$ cat src/rtl/wb_rr_arbiter_if.sv
// wb_rr_arbiter_if
// Bundles the signals of N pipelined Wishbone B4 masters and the single shared
// slave port around wb_rr_arbiter.
//   m_cyc/m_stb/m_we  per-master cycle, strobe, write enable (N bits each)
//   m_adr/m_sel/m_dat_m  per-master address, byte selects, write data, packed
//                     with master i at [i*W +: W]
//   m_dat_s           read data back to the masters (N copies)
//   m_ack/m_err/m_stall  per-master responses
//   s_*               the shared slave port (request out, response in)
// Modport "master" is the arbiter's view: it masters the shared slave and
// serves the requesting masters. Modport "slave" is the surrounding system's
// view: the requesting masters plus the shared slave.
interface wb_rr_arbiter_if #(
    parameter int N_MASTERS = 2,
    parameter int AW        = 32,
    parameter int DW        = 32
);
    logic [N_MASTERS-1:0]        m_cyc;
    logic [N_MASTERS-1:0]        m_stb;
    logic [N_MASTERS-1:0]        m_we;
    logic [N_MASTERS*AW-1:0]     m_adr;
    logic [N_MASTERS*DW/8-1:0]   m_sel;
    logic [N_MASTERS*DW-1:0]     m_dat_m;
    logic [N_MASTERS*DW-1:0]     m_dat_s;
    logic [N_MASTERS-1:0]        m_ack;
    logic [N_MASTERS-1:0]        m_err;
    logic [N_MASTERS-1:0]        m_stall;

    logic                        s_cyc;
    logic                        s_stb;
    logic                        s_we;
    logic [AW-1:0]               s_adr;
    logic [DW/8-1:0]             s_sel;
    logic [DW-1:0]               s_dat_m;
    logic [DW-1:0]               s_dat_s;
    logic                        s_ack;
    logic                        s_err;
    logic                        s_stall;

    modport master (
        input  m_cyc, m_stb, m_we, m_adr, m_sel, m_dat_m,
        output m_dat_s, m_ack, m_err, m_stall,
        output s_cyc, s_stb, s_we, s_adr, s_sel, s_dat_m,
        input  s_dat_s, s_ack, s_err, s_stall
    );

    modport slave (
        output m_cyc, m_stb, m_we, m_adr, m_sel, m_dat_m,
        input  m_dat_s, m_ack, m_err, m_stall,
        input  s_cyc, s_stb, s_we, s_adr, s_sel, s_dat_m,
        output s_dat_s, s_ack, s_err, s_stall
    );
endinterface

$ cat src/rtl/wb_rr_arbiter.sv
// wb_rr_arbiter
// Round-robin arbiter sharing one pipelined Wishbone B4 slave among N_MASTERS
// masters. A master that wins keeps the slave for its whole cyc burst; the
// arbiter counts accepted-but-unanswered requests and stalls the owner once
// MAX_OUTST are in flight. ack/err go back to the owner only.
// Ports:
//   clk  clock
//   rst  synchronous active-high reset
//   bus  wb_rr_arbiter_if.master: all master-side and slave-side bus signals
module wb_rr_arbiter #(
    parameter int N_MASTERS = 2,
    parameter int AW        = 32,
    parameter int DW        = 32,
    parameter int MAX_OUTST = 4
) (
    input  logic                 clk,
    input  logic                 rst,
    wb_rr_arbiter_if.master      bus
);
    localparam int OW = (N_MASTERS > 1) ? $clog2(N_MASTERS) : 1;
    localparam int SW = DW / 8;
    localparam logic [3:0] MAX_Q = 4'(MAX_OUTST);
    localparam logic [OW-1:0] LAST_RST = OW'(N_MASTERS - 1);

    typedef enum logic {
        IDLE,
        OWNED
    } state_t;

    state_t        state_q, state_d;
    logic [OW-1:0] owner_q, owner_d;
    logic [OW-1:0] last_q, last_d;
    logic [3:0]    outst_q, outst_d;

    logic [OW-1:0] next_owner;
    logic          any_req;
    logic          owner_cyc;
    logic          full;
    logic          accept;
    logic          done;

    // Cyclic search for the first requester after the last granted master.
    // Walking from the farthest candidate down to the nearest lets the
    // nearest one overwrite, so the result is the first hit after last_q.
    always_comb begin
        logic [OW-1:0] cand;
        next_owner = last_q;
        any_req    = |bus.m_cyc;
        cand       = '0;
        for (int k = N_MASTERS; k >= 1; k--) begin
            cand = OW'((int'(last_q) + k) % N_MASTERS);
            if (bus.m_cyc[cand]) begin
                next_owner = cand;
            end
        end
    end

    assign owner_cyc = bus.m_cyc[owner_q];
    assign full      = (outst_q == MAX_Q);
    assign accept    = bus.s_stb & ~bus.s_stall;
    assign done      = bus.s_ack | bus.s_err;

    // Slave read data is simply broadcast; only ack/err say who it is for.
    assign bus.m_dat_s = {N_MASTERS{bus.s_dat_s}};

    // Request path and response routing. Reset forces the idle view
    // immediately so nothing leaks to the slave while reset is held. The
    // strobe also depends on the owner's cyc so that a stb left high at
    // release never reaches the slave without a cycle around it, and
    // responses arriving once the owner has let go are dropped.
    always_comb begin
        bus.s_cyc   = 1'b0;
        bus.s_stb   = 1'b0;
        bus.m_stall = '1;
        bus.m_ack   = '0;
        bus.m_err   = '0;
        bus.s_we    = bus.m_we[owner_q];
        bus.s_adr   = bus.m_adr[owner_q*AW +: AW];
        bus.s_sel   = bus.m_sel[owner_q*SW +: SW];
        bus.s_dat_m = bus.m_dat_m[owner_q*DW +: DW];
        if (!rst && state_q == OWNED) begin
            bus.s_cyc            = owner_cyc;
            bus.s_stb            = owner_cyc & bus.m_stb[owner_q] & ~full;
            bus.m_stall[owner_q] = bus.s_stall | full;
            if (owner_cyc) begin
                bus.m_ack[owner_q] = bus.s_ack;
                bus.m_err[owner_q] = bus.s_err;
            end
        end
    end

    // Next-state logic: grant on any request in IDLE, hold the grant until
    // the owner drops cyc, and track outstanding requests while owned.
    // last follows the new owner so a releasing master ends up at the back
    // of the rotation.
    always_comb begin
        state_d = state_q;
        owner_d = owner_q;
        last_d  = last_q;
        outst_d = outst_q;
        case (state_q)
            IDLE: begin
                if (any_req) begin
                    owner_d = next_owner;
                    last_d  = next_owner;
                    state_d = OWNED;
                end
            end
            OWNED: begin
                if (!owner_cyc) begin
                    state_d = IDLE;
                    outst_d = '0;
                end else if (accept && !done) begin
                    outst_d = outst_q + 4'd1;
                end else if (done && !accept && outst_q != '0) begin
                    outst_d = outst_q - 4'd1;
                end
            end
        endcase
    end

    // State register with synchronous reset; master 0 wins first because
    // last starts at the highest index.
    always_ff @(posedge clk) begin
        if (rst) begin
            state_q <= IDLE;
            owner_q <= '0;
            last_q  <= LAST_RST;
            outst_q <= '0;
        end else begin
            state_q <= state_d;
            owner_q <= owner_d;
            last_q  <= last_d;
            outst_q <= outst_d;
        end
    end
endmodule

$ cat src/flat_wrapper.sv
// flat-port wrapper written by rule: the top's interface ports become plain ports
module wb_rr_arbiter_flat 
#(
    parameter int N_MASTERS = 2,
    parameter int AW        = 32,
    parameter int DW        = 32,
    parameter int MAX_OUTST = 4
)
  (clk, rst, bus_m_cyc, bus_m_stb, bus_m_we, bus_m_adr, bus_m_sel, bus_m_dat_m, bus_m_dat_s, bus_m_ack, bus_m_err, bus_m_stall, bus_s_cyc, bus_s_stb, bus_s_we, bus_s_adr, bus_s_sel, bus_s_dat_m, bus_s_dat_s, bus_s_ack, bus_s_err, bus_s_stall);
  wb_rr_arbiter_if #(.N_MASTERS(N_MASTERS), .AW(AW), .DW(DW)) bus_i ();
  input  logic clk;
  input  logic rst;
  input wire logic [$bits(bus_i.m_cyc)-1:0] bus_m_cyc;
  input wire logic [$bits(bus_i.m_stb)-1:0] bus_m_stb;
  input wire logic [$bits(bus_i.m_we)-1:0] bus_m_we;
  input wire logic [$bits(bus_i.m_adr)-1:0] bus_m_adr;
  input wire logic [$bits(bus_i.m_sel)-1:0] bus_m_sel;
  input wire logic [$bits(bus_i.m_dat_m)-1:0] bus_m_dat_m;
  output wire logic [$bits(bus_i.m_dat_s)-1:0] bus_m_dat_s;
  output wire logic [$bits(bus_i.m_ack)-1:0] bus_m_ack;
  output wire logic [$bits(bus_i.m_err)-1:0] bus_m_err;
  output wire logic [$bits(bus_i.m_stall)-1:0] bus_m_stall;
  output wire logic [$bits(bus_i.s_cyc)-1:0] bus_s_cyc;
  output wire logic [$bits(bus_i.s_stb)-1:0] bus_s_stb;
  output wire logic [$bits(bus_i.s_we)-1:0] bus_s_we;
  output wire logic [$bits(bus_i.s_adr)-1:0] bus_s_adr;
  output wire logic [$bits(bus_i.s_sel)-1:0] bus_s_sel;
  output wire logic [$bits(bus_i.s_dat_m)-1:0] bus_s_dat_m;
  input wire logic [$bits(bus_i.s_dat_s)-1:0] bus_s_dat_s;
  input wire logic [$bits(bus_i.s_ack)-1:0] bus_s_ack;
  input wire logic [$bits(bus_i.s_err)-1:0] bus_s_err;
  input wire logic [$bits(bus_i.s_stall)-1:0] bus_s_stall;
  assign bus_i.m_cyc = bus_m_cyc;
  assign bus_i.m_stb = bus_m_stb;
  assign bus_i.m_we = bus_m_we;
  assign bus_i.m_adr = bus_m_adr;
  assign bus_i.m_sel = bus_m_sel;
  assign bus_i.m_dat_m = bus_m_dat_m;
  assign bus_m_dat_s = bus_i.m_dat_s;
  assign bus_m_ack = bus_i.m_ack;
  assign bus_m_err = bus_i.m_err;
  assign bus_m_stall = bus_i.m_stall;
  assign bus_s_cyc = bus_i.s_cyc;
  assign bus_s_stb = bus_i.s_stb;
  assign bus_s_we = bus_i.s_we;
  assign bus_s_adr = bus_i.s_adr;
  assign bus_s_sel = bus_i.s_sel;
  assign bus_s_dat_m = bus_i.s_dat_m;
  assign bus_i.s_dat_s = bus_s_dat_s;
  assign bus_i.s_ack = bus_s_ack;
  assign bus_i.s_err = bus_s_err;
  assign bus_i.s_stall = bus_s_stall;
  wb_rr_arbiter #(.N_MASTERS(N_MASTERS), .AW(AW), .DW(DW), .MAX_OUTST(MAX_OUTST)) u_core (.clk(clk), .rst(rst), .bus(bus_i));
endmodule
$ cat config.mk
export PLATFORM = sky130hd
export DESIGN_NAME = wb_rr_arbiter_flat
export DESIGN_NICKNAME = d
export VERILOG_FILES = /design/src/rtl/wb_rr_arbiter_if.sv /design/src/rtl/wb_rr_arbiter.sv /design/src/flat_wrapper.sv
export SDC_FILE = /design/constraint.sdc
export NUM_CORES = 1
export LEC_CHECK = 0
export ABC_AREA = 1
export BUFFER_PORTS_ARGS = -buffer_cell sky130_fd_sc_hd__buf_2
export CORE_AREA = 2 2 125 127
export DETAILED_ROUTE_END_ITERATION = 8
export DIE_AREA = 0 0 127 129
export HOLD_SLACK_MARGIN = 0.1
export PLACE_DENSITY = 0.54
export RECOVER_POWER = 100
export SYNTH_ARGS = -nofsm -noshare
export SYNTH_HDL_FRONTEND = slang
export SYNTH_SLANG_ARGS = --single-unit
$ cat constraint.sdc
create_clock -name clk -period 1.87 [get_ports clk]
set_input_delay 0.187 -clock clk [delete_from_list [all_inputs] [get_ports clk]]
set_output_delay 0.187 -clock clk [all_outputs]
set_load 0.1 [all_outputs]
==> impl_metrics.py <==
metrics = {
    "routing": {
        "ant_nets": 0,
        "wl_per_cell_um": 12.0,
        "drtIter0Drc": 83,
        "dr.pass1.iters": 4,
        "avgViaCountPerCell": 3.65,
        "wl_mm": 8.71,
        "drc": 0,
        "route.vias.total": 2641,
    },
    "cts": {
        "cts_max_path_buffers": 2,
        "htreeDepth": 1,
        "cts_buffers": 3,
        "cts_tree": "done",
        "clkTransAtPathRegs_ns": 0.04,
        "worstSkewPairLatency_ns": 0.24,
        "clock_sinks": 7,
        "cts_root_buf": "clkbuf_16",
    },
    "logic_synthesis": {
        "synthTopCellsByCount": "nand2_1, buf_4, clkbuf_1",
        "seq_area_frac_synth": 0.0738,
        "ys_types": 25,
        "ys_ff_latch": 7,
        "yosys.area.top_type_share": 0.437,
        "syn_inst": 366,
        "synthTopCellsByArea": "nand2_1, buf_4, dfxtp_1, clkbuf_1, inv_1",
        "yosysMostFrequentCell": "nand2_1",
        "netlist_area_sq_um": 1900,
        "async_flop_share": 0,
        "synth_ff_type": "dfxtp_1",
        "synth_edf_count": 0,
        "yosysWarnings": 0,
        "syn_area_per_cell_sq_um": 5.19,
        "synth_area_leader_cell": "nand2_1",
        "mappedNetlistNets": 548,
    },
    "job": {
        "max_cap_violations": 0,
    },
    "min_path": {
        "hold_path_startpoint": "bus_m_cyc[1]",
        "hold_path_class": "in -> reg",
        "holdPathEnd": "u_core.last_q",
        "holdPathStages": 3,
    },
    "final_layout": {
        "design_area_sq_um": 3610,
        "num-nets-final": 719,
        "diodes": 0,
        "fillCellCount": 1747,
        "final_util": 0.241,
        "syn_to_final_growth_pct": 90.4,
        "drive_above_1_share": 0.511,
    },
    "timing": {
        "max_freq_mhz": 538,
        "finalHoldViolations": 0,
        "setup-violations-final": 0,
        "relSlewSlack": 0.623,
        "whs_ns": 0.294,
        "period_needed_ns": 1.86,
        "worst_pin_slew_ns": 0.568,
        "rsz0062_at_grt": "yes",
        "final_max_slew_viol_count": 0,
        "fin_crit_sh": 0.995,
        "fin_skew_ns": 0.00213,
    },
    "run_status": {
        "status": "complete, no violations",
    },
    "critical_path": {
        "ff2ff_setup_slack_ns": 0.01,
        "cp_common_cell": "nand2_4",
        "cp.arrival_ns": 2.03,
        "slowest_stage": "dfxtp_4",
        "reg2reg_depth": 13,
        "worstPathRequired_ns": 2.04,
        "crit_chain": "inv_4 > nand2_4 > nand2_4 > nand2_4 > nor2_8 > nand3_4 > ha_4 > nand3_2 > nand2_1 > xor2_1 > xnor2_1 > nand2_1 > a21oi_2",
        "r2r_start": "u_core.owner_q",
        "cp-end-kind": "register",
        "cp-start-kind": "register",
        "crit_family": "simple AND/OR/NAND/NOR gates",
        "r2r_end": "u_core.outst_q[3]",
        "crit_type": "reg -> reg",
        "crit_path_max_incr_delay_ns": 0.36,
        "crit_fanout": 5,
        "critPathBufInv": 1,
    },
    "grt": {
        "grt_pass1_vias": 2448,
        "grt_max_degree": 40,
        "grt_overflow": 0,
        "use_met3": 0.0383,
        "met2_usage": 0.172,
        "grt_pass1_wl_mm": 12.7,
        "grt.busiest_layer": "met2",
        "use_met1": 0.112,
        "grtUsageTotal": 0.0969,
        "grt_antenna_before_repair": 0,
    },
    "placed_design": {
        "postPlaceCellArea_sq_um": 3970,
        "hpwl_mm": 7.60,
        "routabilityCongestion": 0.763,
        "portBuffers": 223,
    },
    "floorplan": {
        "die_w_um": 127,
        "initial_core_util": 0.127,
        "dieArea_sq_um": 16400,
        "ios": 320,
        "placeableCoreArea_sq_um": 15000,
        "die_h_um": 129,
        "std_cell_rows": 45,
    },
    "power": {
        "ir_drop_v": 0.000398,
        "power.total_mw": 2.75,
        "p_leak_nw": 2.10,
        "power_density_nw_per_um2": 762,
    },
}
worst min-delay path, cell delays in order:
cell and delay, ns:
buf_2 0.13, nand3_1 0.10, nand2_1 0.06
logic make-up after synthesis:
kind of cell	after synthesis	share of synthesized area
AOI/OAI and AO/OA	12	0.0343
buffers and inverters	93	0.313
and+or+nand+nor	248	0.541
xor gates and xnor gates	3	0.0138
adders and majority gates	3	0.0237
DFF	7	0.0738
metal layers:
| metal | wire length (um) | part of all wire |
|---|---|---|
| met5 | 0 | 0 |
| met4 | 77 | 0.0088 |
| met3 | 962 | 0.11 |
| met2 | 4350 | 0.50 |
| met1 | 3320 | 0.38 |
worst max-delay path by stage:
stage	from	end	slack (ns)	depth (start not counted)
2_1_floorplan	u_core.owner_q	u_core.outst_q[3]	-0.31	13
3_5_place_dp	u_core.owner_q	u_core.outst_q[3]	-0.01	13
5_1_grt	u_core.owner_q	u_core.outst_q[3]	-0.12	13
4_1_cts	u_core.owner_q	u_core.outst_q[3]	0.001	13
6_report	u_core.owner_q	u_core.outst_q[3]	0.01	13
3_3_place_gp	u_core.owner_q	u_core.outst_q[3]	-0.02	13
placed cells by master, fill, tap and decap left out, types with 2 or more instances in the layout:
master,netlist,layout
a21oi_1,8,7
a21oi_2,1,2
buf_12,0,28
buf_2,0,147
buf_4,65,41
buf_6,0,5
buf_8,0,6
clkbuf_16,0,3
clkbuf_2,1,5
clkbuf_4,0,14
dfxtp_1,7,5
ha_4,0,2
inv_1,12,12
nand2_1,221,220
nand2_2,5,4
nand2_4,3,5
nand3_1,6,5
nand3_2,1,2
nand4_1,2,2
nor2_1,3,2
nor3_1,4,2
nor3_2,0,2
o21ai_0,2,2
xnor2_1,2,2
repair_timing:
item | 4_1_cts | 5_1_grt
buffers inserted | 2 | 1
resized for setup | 3 | 1
setup endpoints to repair | 1 | 3
hold buffers | 0 | 0
pin swaps | 6 | 1
cell type report:
type	instances	area, sq um	share of cell area
repair buffers	246	1880	0.520
well taps	188	235	0.0651
flip-flops and latches	7	145	0.0402
clock buffers	3	75.1	0.0208
clock inverters	1	5.00	0.00138
inverters	13	51.3	0.0142
multi-input cells	266	1220	0.338
per-stage QoR:
stage	TNS (ns)	std cells	setup slack (ns)
6_report	0	724	0.00964
5_1_grt	-0.515	724	-0.121
4_1_cts	0	723	0.00110
3_5_place_dp	-0.0122	717	-0.0122
3_3_place_gp	-0.0181	717	-0.0181
2_1_floorplan	-1.23	366	-0.311
registers in the layout, indices dropped and copies added (netlist names):
| register | flops |
|---|---|
| u_core.owner_q | 1 |
| u_core.outst_q | 4 |
| u_core.state_q | 1 |
| u_core.last_q | 1 |
where the power goes:
part | internal (mW) | switching [mW] | leakage (nW)
registers | 0.160 | 0.00757 | 0.0582
logic | 0.610 | 1.60 | 2.00
clock network | 0.282 | 0.0966 | 0.0409
No activity file was read; power rests on OpenSTA's default activity.
